==> src/rtl/mod_down_timer_if.sv <==
// Handshake/control bundle for mod_down_timer.
// master drives i_* requests; slave (the timer) drives o_* status.
interface mod_down_timer_if #(
   parameter int WIDTH = 8
);
   logic [WIDTH-1:0] i_load_val;
   logic             i_start;
   logic             i_mode;
   logic             i_enable;
   logic             i_abort;
   logic [WIDTH-1:0] o_count;
   logic             o_busy;
   logic             o_done;
   logic             o_err;
   logic [7:0]       o_periods;

   modport master (
      output i_load_val, i_start, i_mode, i_enable, i_abort,
      input  o_count, o_busy, o_done, o_err, o_periods
   );

   modport slave (
      input  i_load_val, i_start, i_mode, i_enable, i_abort,
      output o_count, o_busy, o_done, o_err, o_periods
   );
endinterface

==> src/rtl/mod_down_timer.sv <==
// Loadable down-counting period timer, one-shot or auto-reload.
// Ports: clk, rst (sync, active-low), bus (mod_down_timer_if.slave):
//   i_load_val/i_start/i_mode latch a modulus N and start counting N-1..0;
//   i_enable pauses, i_abort cancels; o_count/o_busy/o_done/o_err/o_periods.
module mod_down_timer #(
   parameter int WIDTH = 8
) (
   input  logic           clk,
   input  logic           rst,
   mod_down_timer_if.slave bus
);
   typedef enum logic {
      S_IDLE,
      S_RUN
   } state_t;

   state_t           r_state;
   state_t           w_state;
   logic [WIDTH-1:0] r_count;
   logic [WIDTH-1:0] w_count;
   logic [WIDTH-1:0] r_n;
   logic [WIDTH-1:0] w_n;
   logic             r_mode;
   logic             w_mode;
   logic             r_done;
   logic             w_done;
   logic             r_err;
   logic             w_err;
   logic [7:0]       r_periods;
   logic [7:0]       w_periods;
   logic             w_start_ok;

   assign w_start_ok = bus.i_start && (bus.i_load_val != '0);

   always_ff @(posedge clk) begin
      if (!rst) begin
         r_state   <= S_IDLE;
         r_count   <= '0;
         r_n       <= '0;
         r_mode    <= 1'b0;
         r_done    <= 1'b0;
         r_err     <= 1'b0;
         r_periods <= 8'd0;
      end else begin
         r_state   <= w_state;
         r_count   <= w_count;
         r_n       <= w_n;
         r_mode    <= w_mode;
         r_done    <= w_done;
         r_err     <= w_err;
         r_periods <= w_periods;
      end
   end

   always_comb begin
      w_state   = r_state;
      w_count   = r_count;
      w_n       = r_n;
      w_mode    = r_mode;
      w_done    = 1'b0;
      w_err     = 1'b0;
      w_periods = r_periods;
      if (bus.i_abort) begin
         w_state = S_IDLE;
         w_count = '0;
      end else if (w_start_ok) begin
         // Restart overrides any terminal count in the same cycle.
         w_n       = bus.i_load_val;
         w_mode    = bus.i_mode;
         w_count   = bus.i_load_val - WIDTH'(1);
         w_periods = 8'd0;
         w_state   = S_RUN;
      end else begin
         // A rejected start only flags err; counting carries on.
         w_err = bus.i_start;
         if (r_state == S_RUN && bus.i_enable) begin
            if (r_count != '0) begin
               w_count = r_count - WIDTH'(1);
            end else begin
               w_done = 1'b1;
               if (r_periods != 8'hFF)
                  w_periods = r_periods + 8'd1;
               if (r_mode) begin
                  w_count = r_n - WIDTH'(1);
               end else begin
                  w_state = S_IDLE;
                  w_count = '0;
               end
            end
         end
      end
   end

   assign bus.o_count   = r_count;
   assign bus.o_busy    = (r_state == S_RUN);
   assign bus.o_done    = r_done;
   assign bus.o_err     = r_err;
   assign bus.o_periods = r_periods;
endmodule

==> src/flat_wrapper.sv <==
// flat-port wrapper written by rule: the top's interface ports become plain ports
module mod_down_timer_flat 
#(
   parameter int WIDTH = 8
)
  (clk, rst, bus_i_load_val, bus_i_start, bus_i_mode, bus_i_enable, bus_i_abort, bus_o_count, bus_o_busy, bus_o_done, bus_o_err, bus_o_periods);
  mod_down_timer_if #(.WIDTH(WIDTH)) bus_i ();
  input  logic clk;
  input  logic rst;
  input wire logic [$bits(bus_i.i_load_val)-1:0] bus_i_load_val;
  input wire logic [$bits(bus_i.i_start)-1:0] bus_i_start;
  input wire logic [$bits(bus_i.i_mode)-1:0] bus_i_mode;
  input wire logic [$bits(bus_i.i_enable)-1:0] bus_i_enable;
  input wire logic [$bits(bus_i.i_abort)-1:0] bus_i_abort;
  output wire logic [$bits(bus_i.o_count)-1:0] bus_o_count;
  output wire logic [$bits(bus_i.o_busy)-1:0] bus_o_busy;
  output wire logic [$bits(bus_i.o_done)-1:0] bus_o_done;
  output wire logic [$bits(bus_i.o_err)-1:0] bus_o_err;
  output wire logic [$bits(bus_i.o_periods)-1:0] bus_o_periods;
  assign bus_i.i_load_val = bus_i_load_val;
  assign bus_i.i_start = bus_i_start;
  assign bus_i.i_mode = bus_i_mode;
  assign bus_i.i_enable = bus_i_enable;
  assign bus_i.i_abort = bus_i_abort;
  assign bus_o_count = bus_i.o_count;
  assign bus_o_busy = bus_i.o_busy;
  assign bus_o_done = bus_i.o_done;
  assign bus_o_err = bus_i.o_err;
  assign bus_o_periods = bus_i.o_periods;
  mod_down_timer #(.WIDTH(WIDTH)) u_core (.clk(clk), .rst(rst), .bus(bus_i));
endmodule
==> config.mk <==
export PLATFORM = sky130hd
export DESIGN_NAME = mod_down_timer_flat
export DESIGN_NICKNAME = d
export VERILOG_FILES = /design/src/rtl/mod_down_timer_if.sv /design/src/rtl/mod_down_timer.sv /design/src/flat_wrapper.sv
export SDC_FILE = /design/constraint.sdc
export NUM_CORES = 1
export LEC_CHECK = 0
export ABC_AREA = 0
export CORE_ASPECT_RATIO = 1.5
export CORE_MARGIN = 4
export CORE_UTILIZATION = 36
export CTS_CLUSTER_DIAMETER = 60
export DETAILED_ROUTE_END_ITERATION = 6
export SYNTH_ARGS = -nofsm -noshare
export SYNTH_HDL_FRONTEND = slang
export SYNTH_SLANG_ARGS = --single-unit
==> constraint.sdc <==
create_clock -name clk -period 3.75 [get_ports clk]
set_input_delay 0.75 -clock clk [delete_from_list [all_inputs] [get_ports clk]]
set_output_delay 0.75 -clock clk [all_outputs]
set_load 0.005 [all_outputs]
==> summary.md <==
| Metric | Value |
|---|---|
| Vias | 1,827 |
| Layout cell share with drive strength beyond 1 | 6.32% |
| Detailed Route Iter0 Violations | 167 |
| Clock latency on the worst-skew pair | 0.28 ns |
| Mapped Avg Cell Area | 8.12 sq um |
| Pwr per Cell Area | 315 mW/mm^2 |
| Min-Delay Startpoint | u_core.r_n[7] |
| Register area share after synthesis | 31.0% |
| Main combinational cell family by area after synthesis | simple AND/OR/NAND/NOR gates |
| Height of the die | 94.9 microns |
| Fraction of registers with async set/reset | 0% |
| Period minus WS final | 2.76 ns |
| CTS tree | done |
| Tot GR Track Use | 16.9% |
| Worst hold stages | 2 |
| Worst Hold Class | register to register |
| Synthesized flop and latch total | 28 |
| HPWL Detailed | 3800 microns |
| Reg2Reg Depth | 6 |
| Clock buffer count from CTS | 3 |
| Drt wl/cell | 15.5 microns |
| Post-synth top area share | 31.0% |
| Area contributors post-synth | dfxtp_1 31%, nand2_1 6.0%, or4_1 4.6% |
| Hold Vio Cnt, Final | 0 |
| Dominant synthesized flop cell | dfxtp_1 |
| FF-to-FF Start | u_core.bus.o_count[0] |
| Clock root buffer | clkbuf_8 |
| Nets@finish | 274 |
| Startpoint types | input port |
| Hold EP | u_core.r_n[7] |
| Vias per std cell | 5.73 |
| Simple-gate area share of the yosys netlist | 28.7% |
| Synthesis Warnings | 0 |
| CTS sink count | 28 |
| VDD IR max | 129 uV |
| Synth Area in Compound Gates | 27.0% |
| TritonRoute pass-1 iters | 4 |
| Adder-Cell Fraction of Synth Area | 4.15% |
| First-pass GRT wire length | 8310 microns |
| Status | completed |
| Slew Viols, Final | 0 |
| Num rows | 31 |
| Synth area leader | dfxtp_1 |
| WHS | 0.495 ns |
| Hold_buf cts | 0 |
| Worst reg2reg setup slack | 1.36 ns |
| Worst Setup End Kind | register |
| Initial core utilization | 37.3% |
| Setup TNS | 0 ns |
| Power Total | 709 uW |
| Post-DRT Antenna Nets | 0 |
| Max_cap viols | 0 |
| Slew HR | 29.3% |
| Final WL | 4950 microns |
| Post-synth EDFFs | 0 |
| DRC errors left | 0 |
| Post-Syn Area | 0.00181 sq mm |
| Critical Path AT | 2.96 ns |
| Core area | 0.00485 sq mm |
| Final cell count without fillers | 319 |
| Skew final | 0.00619 ns |
| Post-CTS sizing | 0 |
| WP data required | 3.95 ns |
| Max frequency | 0.362 GHz |
| Worst-case clock buffer depth | 2 |
| GPL Wtd Cong | 0.872 |
| Synth cell types | 53 |
| Syn Nets | 243 |
| Setup repair after global routing missed its margin | no |
| ANT cells | 0 |
| Tightest Pin Transition | 1.06 ns |
| Clk slew on worst S/H paths | 0.10 ns |
| Final setup viols | 0 |
| Worst r2r dst | u_core.bus.o_periods[3] |
| Die width | 65.9 microns |
| Leak | 0.000761 uW |
| Period utilisation layout | 73.7% |
| Crit Path Class | input port to register |
| Proportion of synthesized area in mux cells | 1.17% |
| Top-Level Pins | 33 |
| Syn Inst Count | 223 |
| Inst Count DP | 315 |
| Critical path peak fanout | 8 |
| Largest net degree at the start of global routing | 17 |
| Initial antenna violation count | 0 |
| Area Growth Syn to Fin | 24.3% |
| DIE AREA | 0.00625 sq mm |
| Post-CTS setup buffer count | 0 |
| H-tree levels | 1 |
| Grt total ovfl | 0 |
| Synth Area in XOR/XNOR | 2.42% |
| Number of global-route vias before repair | 1,694 |
| Port buffer count | 32 |
## stage by stage
| step | utilization [%] | setup slack [ns] | area, sq um |
|---|---|---|---|
| floorplan | - | 1.25 | 1810 |
| global placement | 45.0 | 0.743 | 2180 |
| detailed placement | 45.0 | 0.703 | 2180 |
| CTS | 46.4 | 0.990 | 2250 |
| global route | 46.4 | 0.860 | 2250 |
| finish | 46.4 | 0.986 | 2250 |
## power breakdown
part | internal (uW) | switching, uW | leakage, uW
logic | 66.8 | 78.0 | 0.000498
clock network | 143 | 101 | 0.0000357
registers | 307 | 13.9 | 0.000228
total | 516 | 193 | 0.000761
## cells in the mapped netlist, types with 2 or more instances
master / number
o22ai_1: 2
nand4_1: 3
xnor2_1: 2
nand2_1: 29
o41ai_1: 5
xor2_1: 3
or4_4: 2
o211ai_1: 4
o31ai_1: 7
nor2_1: 7
a21boi_0: 10
a311oi_1: 4
or4_1: 11
and4_1: 2
ha_1: 6
o21ai_0: 7
buf_6: 2
a211oi_1: 4
and3_1: 3
o32ai_1: 2
o21a_1: 2
clkbuf_1: 5
nor3b_1: 5
nor2b_1: 2
a21o_1: 2
or3_1: 3
a21oi_1: 14
inv_1: 10
dfxtp_1: 28
nand3_1: 10
nor4_1: 5
## worst max path at each step
stage / startpoint / endpoint / slack, ns / cells after the start
finish: bus_i_load_val[0] / u_core.bus.o_count[4] / 0.99 / 7
global route: bus_i_load_val[0] / u_core.bus.o_count[4] / 0.86 / 7
CTS: bus_i_load_val[0] / u_core.bus.o_count[4] / 0.99 / 7
detailed placement: bus_i_load_val[0] / u_core.bus.o_count[4] / 0.70 / 7
global placement: bus_i_load_val[0] / u_core.bus.o_count[4] / 0.74 / 7
floorplan: bus_i_load_val[0] / u_core.bus.o_count[1] / 1.25 / 7
## state kept, by name, summed over array words and instances, names as in the netlist
name / flops
u_core.bus.o_err: 1
u_core.bus.o_count: 8
u_core.r_n: 8
u_core.bus.o_periods: 8
u_core.r_mode: 1
u_core.bus.o_busy: 1
u_core.bus.o_done: 1
## cell type report
type | instances | area, sq um
clock buffers | 3 | 41.3
well taps | 66 | 82.6
inverters | 10 | 37.5
multi-input cells | 175 | 1150
flip-flops and latches | 28 | 561
repair buffers | 36 | 350
clock inverters | 1 | 30.0
fillers | 500 | 2600
## cells by family (layout without fill, tap and decap cells)
group / Yosys count / after routing
simple gates: 92 / 92
buf+inv: 20 / 50
xor+xnor: 5 / 5
fa+ha+maj: 6 / 6
compound gates: 70 / 70
mux: 2 / 2
flops: 28 / 28
## routing by layer
layer  vias to the layer above  GRT usage [%]  share of wire (%)
met1                       869           22.5                 46
li1                        918              -                  -
met2                        36           28.6                 50
met5                         -              0                  0
met4                         0           4.15                1.2
met3                         4           1.90                2.9
## layout by cell type (no fill, tap or decap), types with 2 or more instances in the layout
cell             count
clkdlybuf4s50_1     32
or3_1                3
o21a_1               2
inv_1               10
or4_4                2
and4_1               2
a21oi_1             14
and3_1               3
a21o_1               2
o32ai_1              2
buf_4                4
dfxtp_1             28
nand3_1             10
ha_1                 6
xor2_1               3
or4_1               11
nor2b_1              2
nor4_1               5
nor3b_1              5
o21ai_0              7
o211ai_1             4
nand2_1             29
nand4_1              3
a21boi_0            10
o22ai_1              2
o31ai_1              7
nor2_1               7
clkbuf_8             3
o41ai_1              5
a211oi_1             4
xnor2_1              2
a311oi_1             4
## worst max-delay path: stages
cell	delay [ns]
clkdlybuf4s50_1	0.48
inv_1	0.11
ha_1	0.16
or4b_2	0.66
o21a_1	0.32
mux2_2	0.30
a211oi_1	0.19
Note: power is estimated with default switching activity, not from simulation.
